## src/rtl/sram_pkg.sv

```systemverilog
// Shared types and helpers for the SRAM read/write controllers.
// - rd_state_t : read-sequencer FSM states
// - clog2_min1 : address width that stays at least 1 bit when there is one row
package sram_pkg;

  typedef enum logic [1:0] {
    IDLE    = 2'd0,
    PRECH   = 2'd1,
    DEVELOP = 2'd2,
    SENSE   = 2'd3
  } rd_state_t;

  function automatic int clog2_min1(input int n);
    return (n <= 1) ? 1 : $clog2(n);
  endfunction

endpackage

```

## src/rtl/sram_phase_timer.sv

```systemverilog
// Phase-length counter used by the SRAM array sequencers.
// Ports:
//   clk, rst_n : clock, asynchronous active-low reset
//   load       : load load_val (takes priority over dec)
//   load_val   : phase length minus one
//   dec        : count down by one; holds at zero
//   zero       : counter is zero, i.e. the current phase ends at the next edge
module sram_phase_timer #(
  parameter int W = 2
) (
  input  logic         clk,
  input  logic         rst_n,
  input  logic         load,
  input  logic [W-1:0] load_val,
  input  logic         dec,
  output logic         zero
);

  logic [W-1:0] cnt;

  always_ff @(posedge clk or negedge rst_n) begin
    if (!rst_n) begin
      cnt <= '0;
    end else if (load) begin
      cnt <= load_val;
    end else if (dec && (cnt != '0)) begin
      cnt <= cnt - 1'b1;
    end
  end

  assign zero = (cnt == '0);

endmodule

```

## src/rtl/sram_read_ctrl.sv

```systemverilog
// Sequences one SRAM read: bitline precharge, wordline development, sense-amp
// enable, then capture of the sense-amp outputs.
// Ports:
//   clk, rst_n            : clock, asynchronous active-low reset
//   req_valid/req_ready   : request handshake, req_addr sampled on accept
//   pre_en, wl_en, sa_en  : array controls (precharge, one-hot wordline, sense)
//   preout                : sense-amp outputs
//   rd_valid              : one-cycle pulse qualifying rd_data and rd_err
//   rd_data, rd_err       : captured word; rd_err flags addr >= ROWS
//
// Handshake: a request transfers on a rising edge where req_valid and
// req_ready are both high. req_ready is high only in IDLE, so the controller
// holds exactly one read in flight; req_addr is ignored at all other edges.
module sram_read_ctrl
  import sram_pkg::*;
#(
  parameter  int COLS    = 16,
  parameter  int ROWS    = 16,
  parameter  int PRE_CYC = 2,
  parameter  int WL_CYC  = 3,
  localparam int AW      = clog2_min1(ROWS)
) (
  input  logic            clk,
  input  logic            rst_n,
  input  logic            req_valid,
  input  logic [AW-1:0]   req_addr,
  output logic            req_ready,
  output logic            pre_en,
  output logic [ROWS-1:0] wl_en,
  output logic            sa_en,
  input  logic [COLS-1:0] preout,
  output logic            rd_valid,
  output logic [COLS-1:0] rd_data,
  output logic            rd_err
);

  localparam int CW = $clog2((PRE_CYC > WL_CYC) ? PRE_CYC : WL_CYC) + 1;
  localparam logic [CW-1:0] PRE_LEN = CW'(PRE_CYC - 1);
  localparam logic [CW-1:0] WL_LEN  = CW'(WL_CYC - 1);
  localparam logic [AW:0]   ROW_LIM = (AW + 1)'(ROWS);

  if (PRE_CYC < 1 || WL_CYC < 1 || ROWS < 1) begin : g_param_check
    $error("sram_read_ctrl: PRE_CYC, WL_CYC and ROWS must all be >= 1");
  end

  rd_state_t       state;
  logic [AW-1:0]   addr_q;
  logic            in_range;
  logic [ROWS-1:0] wl_set;
  logic            t_load;
  logic [CW-1:0]   t_load_val;
  logic            t_dec;
  logic            t_zero;

  // Out-of-range rows still run the full timing but never raise a wordline.
  assign in_range = ({1'b0, addr_q} < ROW_LIM);
  assign wl_set   = in_range ? (ROWS'(1) << addr_q) : '0;

  // Timer control: load the next phase length on entry to PRECH and DEVELOP,
  // otherwise count down while a timed phase is running.
  always_comb begin
    t_load     = 1'b0;
    t_load_val = '0;
    t_dec      = 1'b0;
    case (state)
      IDLE: begin
        if (req_valid && req_ready) begin
          t_load     = 1'b1;
          t_load_val = PRE_LEN;
        end
      end
      PRECH: begin
        if (t_zero) begin
          t_load     = 1'b1;
          t_load_val = WL_LEN;
        end else begin
          t_dec = 1'b1;
        end
      end
      DEVELOP: t_dec = !t_zero;
      default: ;
    endcase
  end

  sram_phase_timer #(.W(CW)) u_timer (
    .clk      (clk),
    .rst_n    (rst_n),
    .load     (t_load),
    .load_val (t_load_val),
    .dec      (t_dec),
    .zero     (t_zero)
  );

  always_ff @(posedge clk or negedge rst_n) begin
    if (!rst_n) begin
      state     <= IDLE;
      addr_q    <= '0;
      req_ready <= 1'b1;
      pre_en    <= 1'b0;
      wl_en     <= '0;
      sa_en     <= 1'b0;
      rd_valid  <= 1'b0;
      rd_data   <= '0;
      rd_err    <= 1'b0;
    end else begin
      rd_valid <= 1'b0;
      case (state)
        IDLE: begin
          if (req_valid && req_ready) begin
            state     <= PRECH;
            addr_q    <= req_addr;
            req_ready <= 1'b0;
            pre_en    <= 1'b1;
          end
        end
        PRECH: begin
          // Precharge drops on the same edge the wordline rises: no overlap.
          if (t_zero) begin
            state  <= DEVELOP;
            pre_en <= 1'b0;
            wl_en  <= wl_set;
          end
        end
        DEVELOP: begin
          if (t_zero) begin
            state <= SENSE;
            sa_en <= 1'b1;
          end
        end
        SENSE: begin
          state     <= IDLE;
          wl_en     <= '0;
          sa_en     <= 1'b0;
          req_ready <= 1'b1;
          rd_valid  <= 1'b1;
          rd_data   <= in_range ? preout : '0;
          rd_err    <= !in_range;
        end
        default: state <= IDLE;
      endcase
    end
  end

endmodule

```

## config.mk

```make
export PLATFORM = sky130hd
export DESIGN_NAME = sram_read_ctrl
export DESIGN_NICKNAME = d
export VERILOG_FILES = /design/src/rtl/sram_pkg.sv /design/src/rtl/sram_phase_timer.sv /design/src/rtl/sram_read_ctrl.sv
export SDC_FILE = /design/constraint.sdc
export NUM_CORES = 1
export LEC_CHECK = 0
export ABC_AREA = 1
export BUFFER_PORTS_ARGS = -buffer_cell sky130_fd_sc_hd__buf_2
export CAP_MARGIN = 10
export CORE_ASPECT_RATIO = 2
export CORE_MARGIN = 2
export CORE_UTILIZATION = 55
export DETAILED_ROUTE_END_ITERATION = 12
export HOLD_SLACK_MARGIN = 0.06
export PLACE_DENSITY = 0.84
export SLEW_MARGIN = 20
export SYNTH_ARGS = -nofsm -noshare
export SYNTH_HDL_FRONTEND = slang
export SYNTH_HIERARCHICAL = 1
export SYNTH_SLANG_ARGS = --single-unit
```

## constraint.sdc

```tcl
create_clock -name clk -period 2.62 [get_ports clk]
set_clock_uncertainty 0.1 [all_clocks]
set_input_delay 0.131 -clock clk [delete_from_list [all_inputs] [get_ports clk]]
set_output_delay 0.131 -clock clk [all_outputs]
set_load 0.005 [all_outputs]
```

=== Yosys cells after proc, flatten, opt, wreduce, memory -nomap -nowiden ===
Cells that the tools add are included.

* Divide/modulo/power cells: 0
* Reduce and logical (&&, ||, !) cells: 17
* Multiply operators: 0
* Equal/unequal tests: 6
* Muxes and demuxes: 24
* Order comparisons: 0
* Bitwise operators: 0
* Shifts and indexed selects: 1
* $add $sub $neg: 1

{| class="wikitable"
|+ Operator list
! operator !! number
|-
| 16-bit one-hot mux with 2 select lines || 1
|-
| 16-bit 2-to-1 mux || 1
|-
| 1-bit by 4-bit << shifter with 16-bit output (first input constant) || 1
|-
| 1-bit one-hot mux with 2 select lines || 5
|-
| 2-bit nonzero test || 5
|-
| 1-bit 2-to-1 mux || 9
|-
| 2-bit 2-to-1 mux || 4
|-
| 2-bit one-hot mux with 4 select lines || 1
|-
| 2-bit AND reduction || 4
|-
| 3-bit 2-to-1 mux || 2
|-
| 2-bit inequality test (second input constant) || 3
|-
| 3-bit AND reduction || 2
|-
| 2-bit equality test (second input constant) || 2
|-
| 2-bit one-hot mux with 2 select lines || 1
|-
| 3-bit zero test || 1
|-
| 3-bit nonzero test || 1
|-
| 3-bit by 1-bit subtractor with 3-bit output (second input constant) || 1
|-
| 2-bit by 1-bit equality test with 1-bit output (second input constant) || 1
|-
| 1-bit logical AND || 2
|-
| 2-bit zero test || 1
|-
| 1-bit zero test || 1
|}

* Input bits: 23
* ROM bits: 0
* Memories: 0
* RAM bits: 0
* Logic and storage cells: 58
* Latch bits: 0
* Register bits: 45
* Output and inout port bits: 37

=== Depth between registers and ports, before layout ===
Gate-level depths: netlist of run 1.

* Depth after elaboration: 6
* Mapped depth: 10

=== By module ===
Netlist of run 1, hierarchy kept.

{| class="wikitable"
|+ By module, submodules not included
! module !! cells an instance !! area each (um2) !! times used !! seq. area each (um2)
|-
| sram_read_ctrl || 216 || 1,838.0 || 1 || 1,052.3
|-
| sram_phase_timer || 27 || 192.7 || 1 || 75.1
|}

=== Worst setup path after synthesis of run 1 ===
No wires, ideal clock.

* Kind: register -> register
* Start point: register u_timer.cnt[0]
* End point: register u_timer.cnt[0]
* Library setup time: 65 ps
* Path slack: 1,050 ps
* Data required time: 2,455 ps
* Arrival: 1,405 ps
* Period minus slack after synthesis: 1,570 ps
* Stages on the path, launching flop included: 11
* Cells stage by stage: dfrtp_1 inv_1 ha_1 ha_1 inv_1 o21ai_0 nor2_1 nand2_1 nand2_2 nand2_1 nand2_1

* Longest elaborated chain between the ends: 5
* Elaborated cells between the ends (all ways): 12
* Classes of those cells: add/sub (1); mux (6); reduce/logical (5)

{| class="wikitable"
|+ RTL lines
! element !! RTL line !! RTL
|-
| start, declared || sram_phase_timer.sv:19 || <nowiki>logic [W-1:0] cnt;</nowiki>
|-
| start signal, assigned || sram_phase_timer.sv:25 || <nowiki>cnt <= load_val;</nowiki>
|-
| start signal, assigned || sram_phase_timer.sv:27 || <nowiki>cnt <= cnt - 1'b1;</nowiki>
|-
| 3-bit zero test (*) || sram_phase_timer.sv:31 || <nowiki>assign zero = (cnt == '0);</nowiki>
|-
| via t_zero || sram_read_ctrl.sv:53 || <nowiki>logic t_zero;</nowiki>
|-
| 1-bit 2-to-1 mux / 1-bit zero test (equally long branches) || sram_read_ctrl.sv:73, sram_read_ctrl.sv:80 ||
|-
| 1-bit one-hot mux with 2 select lines (*) || sram_read_ctrl.sv:65 || <nowiki>case (state)</nowiki>
|-
| via t_dec || sram_read_ctrl.sv:52 || <nowiki>logic t_dec;</nowiki>
|-
| 1-bit logical AND (*) || sram_phase_timer.sv:26 || <nowiki>end else if (dec && (cnt != '0)) begin</nowiki>
|-
| 2-bit nonzero test (no line) (*) || n/a ||
|}

The timed path passes the listed nets; every way through them passes the cells marked *. The select of a mux whose other input is x is not followed.
A chain may end at the register's enable or synchronous reset.

=== Final worst setup path of run 1 ===
* Start point: register state[0]
* End point: register wl_en[10]

* Longest elaborated chain between the ends: 3
* Elaborated cells between the ends (all ways): 6
* Classes of those cells: eq/ne (3); mux (1); reduce/logical (2)

{| class="wikitable"
|+ RTL lines
! element !! RTL line !! RTL
|-
| start, declared || sram_read_ctrl.sv:46 || <nowiki>rd_state_t state;</nowiki>
|-
| start signal, assigned || sram_read_ctrl.sv:96 || <nowiki>state <= IDLE;</nowiki>
|-
| start signal, assigned || sram_read_ctrl.sv:110 || <nowiki>state <= PRECH;</nowiki>
|-
| start signal, assigned || sram_read_ctrl.sv:119 || <nowiki>state <= DEVELOP;</nowiki>
|-
| 2-bit by 1-bit equality test with 1-bit output / 2-bit equality test (equally long branches) || sram_read_ctrl.sv:107 || <nowiki>case (state)</nowiki>
|-
| 2-bit inequality test (no line) / 2-bit nonzero test (equally long branches) || n/a ||
|-
| 2-bit AND reduction (no line) || n/a ||
|-
| end signal, assigned || sram_read_ctrl.sv:121 || <nowiki>wl_en <= wl_set;</nowiki>
|-
| end, declared || sram_read_ctrl.sv:29 || <nowiki>output logic [ROWS-1:0] wl_en,</nowiki>
|}

Several ways; a longest one is shown, not always the timed one.

==> results of run 1 <==
[Yosys cell counts]
master,number
or2_2,1
dfrtp_1,44
clkbuf_1,1
buf_4,2
nand4_1,1
conb_1,1
nor2_1,3
nand2_1,102
nand2_2,2
nand3_1,29
nor3_4,1
inv_2,1
inv_1,25
buf_2,3
dfstp_2,1
clkinv_1,2
o21ai_0,16
ha_1,8
[through the flow]
stage	std cells	hold WS [ns]	utilization
finish	376	0.103	0.761
global route	376	0.115	0.761
CTS	376	0.0991	0.761
detailed placement	347	0.234	0.663
global placement	347	0.232	0.663
floorplan	244	-0.265	-
[power by group]
group | switching (uW) | internal (uW) | leakage, uW
clock | 239 | 384 | 0.0000687
sequential | 0.548 | 695 | 0.000524
combinational | 28.1 | 33.7 | 0.000896
[cell type report]
| class | count | area [um2] |
|---|---|---|
| Clock inverter | 3 | 68.8 |
| Fill cell | 271 | 853 |
| Sequential cell | 45 | 1130 |
| Tap cell | 49 | 61.3 |
| Multi-Input combinational cell | 165 | 768 |
| Inverter | 28 | 105 |
| Timing Repair Buffer | 81 | 515 |
| Clock buffer | 5 | 68.8 |
[timing repair]
action | CTS | global route
setup endpoints to repair | 0 | 0
resized for setup | 0 | 0
hold endpoints to repair | 64 | 0
hold buffers | 21 | 0
[registers in the layout, indices dropped and copies added (netlist names)]
register / cells
rd_data: 16
state: 2
addr_q: 4
sa_en: 1
u_timer/cnt: 3
wl_en: 16
rd_valid: 1
req_ready: 1
pre_en: 1
[routing by layer]
metal	up-vias	wire (um)	share of wire
met4	0	255	0.052
met3	22	163	0.033
met5	-	0	0
met1	878	1790	0.36
li1	917	-	-
met2	72	2720	0.55
[path summary, 6_finish.rpt]
check	startpoint	endpoint	depth (start not counted)
max	state[0]	wl_en[10]	4
max in group asynchronous	rst_n	state[1]	2
max reg2reg	state[0]	wl_en[10]	4
min reg2reg	rd_data[11]	rd_data[11]	2
min in group asynchronous	rst_n	wl_en[15]	2
min	req_valid	req_ready	4
[critical path: cells and delay by family (launching register included)]
family / cells / cell delay (ns)
flip-flops: 1 / 0.43
AO/OA/AOI/OAI: 1 / 0.12
AND/OR/NAND/NOR: 2 / 0.64
adder cells (fa/ha/maj): 1 / 0.46
[cell families after synthesis]
group | Yosys count
and+or+nand+nor | 139
adders and majority gates | 8
DFF | 45
buffers and inverters | 34
AOI/OAI and AO/OA | 16
other | 1
==> results by group, run 1 <==
STA
  – Fin crit share: 0.718
  – Final hold vios: 0
  – Unrepaired setup endpoints after global routing: false
  – Fin crit period: 1.88 ns
  – Fin. max-slew vios: 0
  – Post-route setup slack: 0.739 ns
  – Max Freq: 532 MHz
  – Max-slew headroom: 0.364
  – Sum Neg Setup Slack: 0 ns
  – Setup Viol. Count Final: 0
  – Worst slew pin tran: 0.954 ns

GRT
  – First-pass GRT wire length: 8160 um
  – Grt ovf: 0
  – Met1 Resource Use GR: 0.289
  – Antenna violations before repair: 0
  – Top Usage Layer GRT: met2
  – Met3 usage: 0.0422
  – Met2 Use GR: 0.439
  – GRT Total Usage: 0.262
  – Number of global-route vias before repair: 1852
  – Largest net degree at the start of global routing: 46

Place
  – Hpwl dp: 3170 um
  – Dpl ws: 0.800 ns
  – Port bufs: 58
  – GPL Wtd Cong: 0.833
  – Placed inst area: 2370 um2

Layout
  – Layout Nets: 357
  – Most frequent cells in the layout: nand2_1, buf_2, dfrtp_1
  – # diodes: 0
  – Post-route cell area: 2720 um2
  – Layout cells sized above 1: 0.226
  – Commonest non-fill, non-tap cell in the layout: nand2_1
  – Area Growth Syn to Fin: 33.7%

Detailed routing
  – Vias post-DR: 1889
  – Final ANT Viol Nets: 0
  – Drt via density: 5.02
  – DR DRC count: 0
  – Drt first pass iters: 5
  – Drt wl/cell: 13.1 um
  – Iter 0 DRT Violations: 39
  – WL final: 4930 um

Pwr
  – Leak: 0.00149 uW
  – PD cells: 508 nW/um2
  – Overall power: 1380 uW
  – Max IR drop VDD: 474 uV

Die
  – Die span in y: 89.9 um
  – Width of the die: 47.0 um
  – Initial Util: 0.569
  – Core Area: 3570 um2
  – I/O Pins: 60
  – # rows: 31
  – Die ar.: 4220 um2

Critical path
  – Worst EP required: 2.69 ns
  – Setup Crit Path Kind: reg2reg
  – Worst EP arrival: 1.95 ns
  – CP peak stage delay: 0.46 ns
  – Startpoint type of the worst setup path: register
  – R2R Setup Slk: 0.74 ns
  – Critical path fanouts, max: 16
  – Worst path slowest cell: ha_1
  – Cell Chain, Critical Path: ha_1 -> nand2_1 -> nand3_1 -> o21ai_0
  – Worst setup EP type: register

Yosys
  – Simple-gate share of the synthesized area: 0.286
  – Top-area cell type share of the netlist area: 0.542
  – Mapped Cells: 243
  – Compound-Gate Fraction of Synth Area: 0.0394
  – Synth Area in Adders: 0.0493
  – Register bit total from synthesis: 45
  – Multiplexer share of the synthesized area: 0
  – Synth Cell Area: 2030 um2
  – Area leader, netlist: dfrtp_1
  – Warnings, synthesis: 6
  – Cell variety after synth: 18
  – Largest family of logic cells by synthesized area: simple AND/OR/NAND/NOR gates
  – Post-synthesis xor/xnor area fraction: 0
  – Register area share after synthesis: 0.555
  – Syn avg cell area: 8.36 um2
  – Synth area leaders: dfrtp_1, nand2_1, nand3_1, ha_1, inv_1

Clock network
  – Sink Count: 45
  – Clk root buf: clkbuf_8
  – CTS max path bufs: 2
  – Reg clk slew, reported paths: 0.08 ns
  – Htree depth: 2
  – Worst skew pair latency: 0.30 ns
  – Postcts setup bufs: 0
  – CTS Buf Count: 5
  – CTS tree: yes

Run status
  – Status: finished clean

Hold path
  – Worst Hold Class: in2reg

Run
  – Maxcap violations: 0
No activity file was read; power rests on OpenSTA's default activity.
==> run 2: changes to the inputs <==
CORE_UTILIZATION = 51   (was 55)
PLACE_DENSITY = 0.79   (was 0.84)
clock period = 2 ns   (was 2.62 ns; I/O delays follow)
==> run 2 against run 1 <==
Non-clock buffer count increased by 3. Cell area shrank 0.41%. Sequential power up 31%. Via count up 0.79%. Clock power fell by 3.2%. Power grew 16%. Utilization shrank 5.7 points. Sequential share of layout area is 0.17 points higher. Worst setup slack worse by 0.60 ns. Highest routed layer unchanged.
==> results by group, run 2 (synthesis gave the netlist of run 1 again) <==
Run status
  – Status: finished clean (unchanged)

Run
  – Maxcap violations: 0 (unchanged)

Critical path
  – Worst path slowest cell: dfrtp_1 (was ha_1)
  – CP delay by family, top: simple AND/OR/NAND/NOR gates (unchanged)
  – Worst setup EP type: register (unchanged)
  – Cell Chain, Critical Path: inv_1 -> ha_1 -> ha_1 -> inv_1 -> o21ai_0 -> nor2_1 -> nand2_1 -> nand2_2 -> nand2_1 -> nand2_1 (was ha_1 -> nand2_1 -> nand3_1 -> o21ai_0)
  – Critical path fanouts, max: 6 (was 16)
  – Setup Crit Path Kind: reg2reg (unchanged)
  – Critical path buffer and inverter count: 2 (was 0)
  – CP peak stage delay: 0.37 ns (was 0.46 ns)
  – Worst EP arrival: 2.00 ns (was 1.95 ns)
  – Worst EP required: 2.14 ns (was 2.69 ns)
  – Startpoint type of the worst setup path: register (unchanged)
  – Most used cell, CP: nand2_1

STA
  – Fin crit share: 0.932 (was 0.718)
  – Max-slew headroom: 0.524 (was 0.364)
  – Worst slew pin tran: 0.715 ns (was 0.954 ns)
  – Setup Viol. Count Final: 0 (unchanged)
  – Final hold vios: 0 (unchanged)
  – Fin. max-slew vios: 0 (unchanged)
  – Max Freq: 537 MHz (was 532 MHz)
  – Unrepaired setup endpoints after global routing: false (unchanged)
  – Hold Worst Slack: 0.105 ns (was 0.103 ns)
  – Sum Neg Setup Slack: 0 ns (unchanged)
  – Fin crit period: 1.86 ns (was 1.88 ns)
  – Post-route setup slack: 0.137 ns (was 0.739 ns)

Layout
  – # diodes: 0 (unchanged)
  – Sequential cell area: 1130 um2 (unchanged)
  – Area Growth Syn to Fin: 33.1% (was 33.7%)
  – Largest regs: rd_data: 16 flops, wl_en: 16 flops, addr_q: 4 flops (unchanged)
  – Most frequent cells in the layout: nand2_1, buf_2, dfrtp_1 (unchanged)
  – Layout Nets: 360 (was 357)
  – Layout cells sized above 1: 0.233 (was 0.226)
  – Fillers: 330 (was 271)
  – Commonest non-fill, non-tap cell in the layout: nand2_1 (unchanged)
  – Fin util: 0.703 (was 0.761)
  – Multi-input combinational cell area: 768 um2 (unchanged)

Place
  – Dpl ws: 0.206 ns (was 0.800 ns)
  – GPL Wtd Cong: 0.802 (was 0.833)
  – Hpwl dp: 3210 um (was 3170 um)
  – Port bufs: 58 (unchanged)

Clock network
  – Reg clk slew, reported paths: 0.08 ns (about the same)
  – Sink Count: 45 (unchanged)
  – Cts hold-fix bufs: 21 (unchanged)
  – PostCTS Resize Cnt: 0 (unchanged)
  – Htree depth: 2 (unchanged)
  – CTS max path bufs: 2 (unchanged)
  – CTS tree: yes (unchanged)
  – CTS Buf Count: 5 (unchanged)
  – Postcts setup bufs: 0 (unchanged)
  – Worst skew pair latency: 0.29 ns (was 0.30 ns)
  – Clk root buf: clkbuf_8 (unchanged)

Detailed routing
  – WL final: 4800 um (was 4930 um)
  – Drt via density: 5.00 (was 5.02)
  – DR DRC count: 0 (unchanged)
  – Iter 0 DRT Violations: 38 (was 39)
  – Final ANT Viol Nets: 0 (unchanged)
  – Drt wl/cell: 12.6 um (was 13.1 um)
  – Vias post-DR: 1904 (was 1889)
  – Drt first pass iters: 4 (was 5)

Hold path
  – Worst Hold Class: in2reg (unchanged)

Die
  – Die ar.: 4530 um2 (was 4220 um2)
  – I/O Pins: 60 (unchanged)
  – Die span in y: 93.2 um (was 89.9 um)
  – Width of the die: 48.6 um (was 47.0 um)
  – Initial Util: 0.528 (was 0.569)
  – # rows: 32 (was 31)
  – Core Area: 3840 um2 (was 3570 um2)

Pwr
  – Max IR drop VDD: 475 uV (was 474 uV)
  – PD cells: 590 nW/um2 (was 508 nW/um2)
  – Leak: 0.00149 uW (about the same)

GRT
  – Number of global-route vias before repair: 1867 (was 1852)
  – Antenna violations before repair: 0 (unchanged)
  – GRT Total Usage: 0.236 (was 0.262)
  – Grt ovf: 0 (unchanged)
  – Largest net degree at the start of global routing: 35 (was 46)
  – First-pass GRT wire length: 8260 um (was 8160 um)
-- run 2: through the flow --
step           instance area (um2)  cells  power [uW]
3_5_place_dp                  2390    352         979
6_report                      2700    381        1600
2_1_floorplan                 2030    244         936
4_1_cts                       2700    381        1610
3_3_place_gp                  2390    352         979
5_1_grt                       2700    381        1650
-- run 2: final timing paths --
path | depth (start not counted) | to | start | slack [ns]
min | 5 | req_ready | req_valid | 0.10
max | 10 | u_timer/cnt[2] | u_timer/cnt[0] | 0.14
max reg2reg | 10 | u_timer/cnt[2] | u_timer/cnt[0] | 0.14
min reg2reg | 2 | rd_data[0] | rd_data[0] | 0.37
max in group asynchronous | 3 | rd_data[4] | rst_n | 0.90
min in group asynchronous | 2 | u_timer/cnt[2] | rst_n | 0.28
-- run 2: tightest hold or removal path, stage by stage --
cell and delay, ns:
buf_2 0.10, nand2_1 0.06, nand2_1 0.11, nand2_1 0.08, nand2_1 0.05
-- run 2: where the power goes --
group	internal [uW]	total [uW]	switching (uW)
clock	312	602	290
sequential	910	911	0.635
combinational	46.7	83.0	36.2
-- run 2: per-layer routing --
layer / track usage / vias to the layer above / share of wire
li1: - / 921 / -
met1: 0.251 / 904 / 0.37
met2: 0.429 / 56 / 0.55
met3: 0.0351 / 23 / 0.033
met4: 0.140 / 0 / 0.048
met5: 0 / - / 0
-- run 2: final cells by class --
cell class,count,area share
Clock buffer,7,0.0356
Clock inverter,1,0.00185
Inverter,28,0.0389
Multi-Input combinational cell,165,0.284
Sequential cell,45,0.417
Tap cell,51,0.0236
Timing Repair Buffer,84,0.199
==> run 3: changes to the inputs <==
CAP_MARGIN = not set   (was 10)
CTS_BUF_LIST = sky130_fd_sc_hd__clkbuf_16   (was not set)
==> run 3 against run 2 <==
Sequential share of layout area down 0.55 points. Power is 9.9% higher. Maximum frequency increased by 1.1%. First-iteration DRC count down 34%. Die area is the same. Non-clock buffer count is the same. Utilization grew 0.94 points. Final cell count stayed put. Clock-buffer cell count fell by 2. Critical path type unchanged. Critical endpoint unchanged. Largest power group unchanged. Highest routed layer unchanged.
==> results by group, run 3 (synthesis gave the netlist of run 1 again) <==
Run status
  – Status: finished clean (unchanged)

Hold path
  – Worst Hold Class: in2reg (unchanged)
  – Worst hold path startpoint: req_valid (unchanged)

GRT
  – First-pass GRT wire length: 8370 um (was 8260 um)
  – Antenna violations before repair: 0 (unchanged)
  – Grt ovf: 0 (unchanged)
  – Number of global-route vias before repair: 1907 (was 1867)
  – GRT Total Usage: 0.236 (about the same)
  – Largest net degree at the start of global routing: 35 (unchanged)

Place
  – Hpwl dp: 3210 um (unchanged)
  – Dpl ws: 0.206 ns (unchanged)
  – Port bufs: 58 (unchanged)
  – Placed inst area: 2390 um2 (unchanged)
  – GPL Wtd Cong: 0.802 (unchanged)

STA
  – Post-route setup slack: 0.157 ns (was 0.137 ns)
  – Fin. max-slew vios: 0 (unchanged)
  – Fin crit period: 1.84 ns (was 1.86 ns)
  – Unrepaired setup endpoints after global routing: false (unchanged)
  – Max Freq: 542 MHz (was 537 MHz)
  – Worst slew pin tran: 0.721 ns (was 0.715 ns)
  – Sum Neg Setup Slack: 0 ns (unchanged)
  – Final hold vios: 0 (unchanged)
  – Setup Viol. Count Final: 0 (unchanged)
  – Max-slew headroom: 0.519 (was 0.524)
  – Fin crit share: 0.922 (was 0.932)

Pwr
  – Leak: 0.00150 uW (was 0.00149 uW)
  – Max IR drop VDD: 574 uV (was 475 uV)
  – PD cells: 640 nW/um2 (was 590 nW/um2)
  – Overall power: 1750 uW (was 1600 uW)

Clock network
  – Htree depth: 2 (unchanged)
  – Clk root buf: clkbuf_16 (was clkbuf_8)
  – CTS max path bufs: 2 (unchanged)
  – Postcts setup bufs: 0 (unchanged)
  – CTS Buf Count: 5 (unchanged)
  – Worst skew pair latency: 0.28 ns (was 0.29 ns)
  – Sink Count: 45 (unchanged)
  – Reg clk slew, reported paths: 0.06 ns (was 0.08 ns)
  – CTS tree: yes (unchanged)

Detailed routing
  – Iter 0 DRT Violations: 25 (was 38)
  – Final ANT Viol Nets: 0 (unchanged)
  – Drt wl/cell: 12.3 um (was 12.6 um)
  – Met3 wire length: 152 um (was 159 um)
  – WL final: 4690 um (was 4800 um)
  – Vias post-DR: 1885 (was 1904)
  – Met2 Wirelength: 2610 um (was 2620 um)
  – DRT met1 WL: 1780 um (was 1790 um)
  – Top layer used by detailed routing: met4 (unchanged)
  – Drt first pass iters: 4 (unchanged)
  – Drt via density: 4.95 (was 5.00)
  – DR DRC count: 0 (unchanged)

Die
  – I/O Pins: 60 (unchanged)
  – Die span in y: 93.2 um (unchanged)
  – Core Area: 3840 um2 (unchanged)
  – # rows: 32 (unchanged)
  – Width of the die: 48.6 um (unchanged)
  – Initial Util: 0.528 (unchanged)
  – Die ar.: 4530 um2 (unchanged)

Critical path
  – Setup Crit Path Kind: reg2reg (unchanged)
  – Worst EP required: 2.12 ns (was 2.14 ns)
  – Worst Setup SP: u_timer/cnt[0] (unchanged)
  – Worst EP arrival: 1.96 ns (was 2.00 ns)
  – Critical path fanouts, max: 6 (unchanged)
  – CP peak stage delay: 0.36 ns (was 0.37 ns)
  – Cell Chain, Critical Path: inv_1 -> ha_1 -> ha_1 -> inv_1 -> o21ai_0 -> nor2_1 -> nand2_1 -> nand2_2 -> nand2_1 -> nand2_1 (unchanged)
  – Worst path slowest cell: dfrtp_1 (unchanged)
  – Startpoint type of the worst setup path: register (unchanged)
  – R2r startpoint: u_timer/cnt[0] (unchanged)
  – Most used cell, CP: nand2_1 (unchanged)
  – Worst setup EP type: register (unchanged)

Layout
  – Fillers: 319 (was 330)
  – Commonest non-fill, non-tap cell in the layout: nand2_1 (unchanged)
  – Layout Nets: 360 (unchanged)
  – Fin util: 0.713 (was 0.703)
  – Area Growth Syn to Fin: 34.9% (was 33.1%)
  – Most frequent cells in the layout: nand2_1, buf_2, dfrtp_1 (unchanged)
  – # diodes: 0 (unchanged)
  – Layout cells sized above 1: 0.227 (was 0.233)
  – Multi-input combinational cell area: 768 um2 (unchanged)
  – Post-route cell area: 2740 um2 (was 2700 um2)
  – Sequential cell area: 1130 um2 (unchanged)
  – Largest regs: rd_data: 16 flops, wl_en: 16 flops, addr_q: 4 flops (unchanged)

Run
  – Maxcap violations: 0 (unchanged)
## run 3: changes by cell type in the layout (fill, tap and decap cells not counted)
cell,delta
clkinv_1,+2
clkbuf_16,+5
clkbuf_8,-7
## run 3: power breakdown
part	internal (uW)	switching, uW
combinational	46.7	35.5
clock	451	308
sequential	912	0.633
total	1410	344
## run 3: layout make-up
class / count / share of cell area
multi-input combinational: 165 / 0.280
inverter: 28 / 0.0384
timing repair buffer: 84 / 0.196
tap: 51 / 0.0233
clock inverter: 3 / 0.00457
clock buffer: 5 / 0.0457
sequential: 45 / 0.411
## run 3: what timing repair did
item	4_1_cts	5_1_grt
hold buffers	21	0
resized for setup	0	0
endpoints found under the hold margin	51	0
## run 3: final timing paths
| check | endpoint | slack [ns] | cells after the start |
|---|---|---|---|
| max reg2reg | u_timer/cnt[2] | 0.16 | 10 |
| max | u_timer/cnt[2] | 0.16 | 10 |
| max in group asynchronous | rd_data[4] | 0.87 | 3 |
| min in group asynchronous | u_timer/cnt[2] | 0.31 | 2 |
| min reg2reg | rd_data[13] | 0.37 | 2 |
| min | req_ready | 0.13 | 5 |
## run 3: stage by stage
stage                     std cells  hold slack (ns)
after global routing            381            0.166
after CTS                       381            0.131
after global placement          352           0.0957
after detailed placement        352           0.0996
after floorplan                 244           -0.296
final                           381            0.126
## run 3: metal layers
metal	up-vias	track usage
met2	50	0.412
li1	924	-
met4	0	0.133
met3	15	0.0367
met1	896	0.272
met5	-	0
## run 3: worst max-delay path: cells and delay by family, from the launching register on
kind            cells  cell delay [ns]
simple gates        5             0.53
fa+ha+maj           2             0.46
flops               1             0.36
compound gates      1             0.17
buf+inv             2             0.16
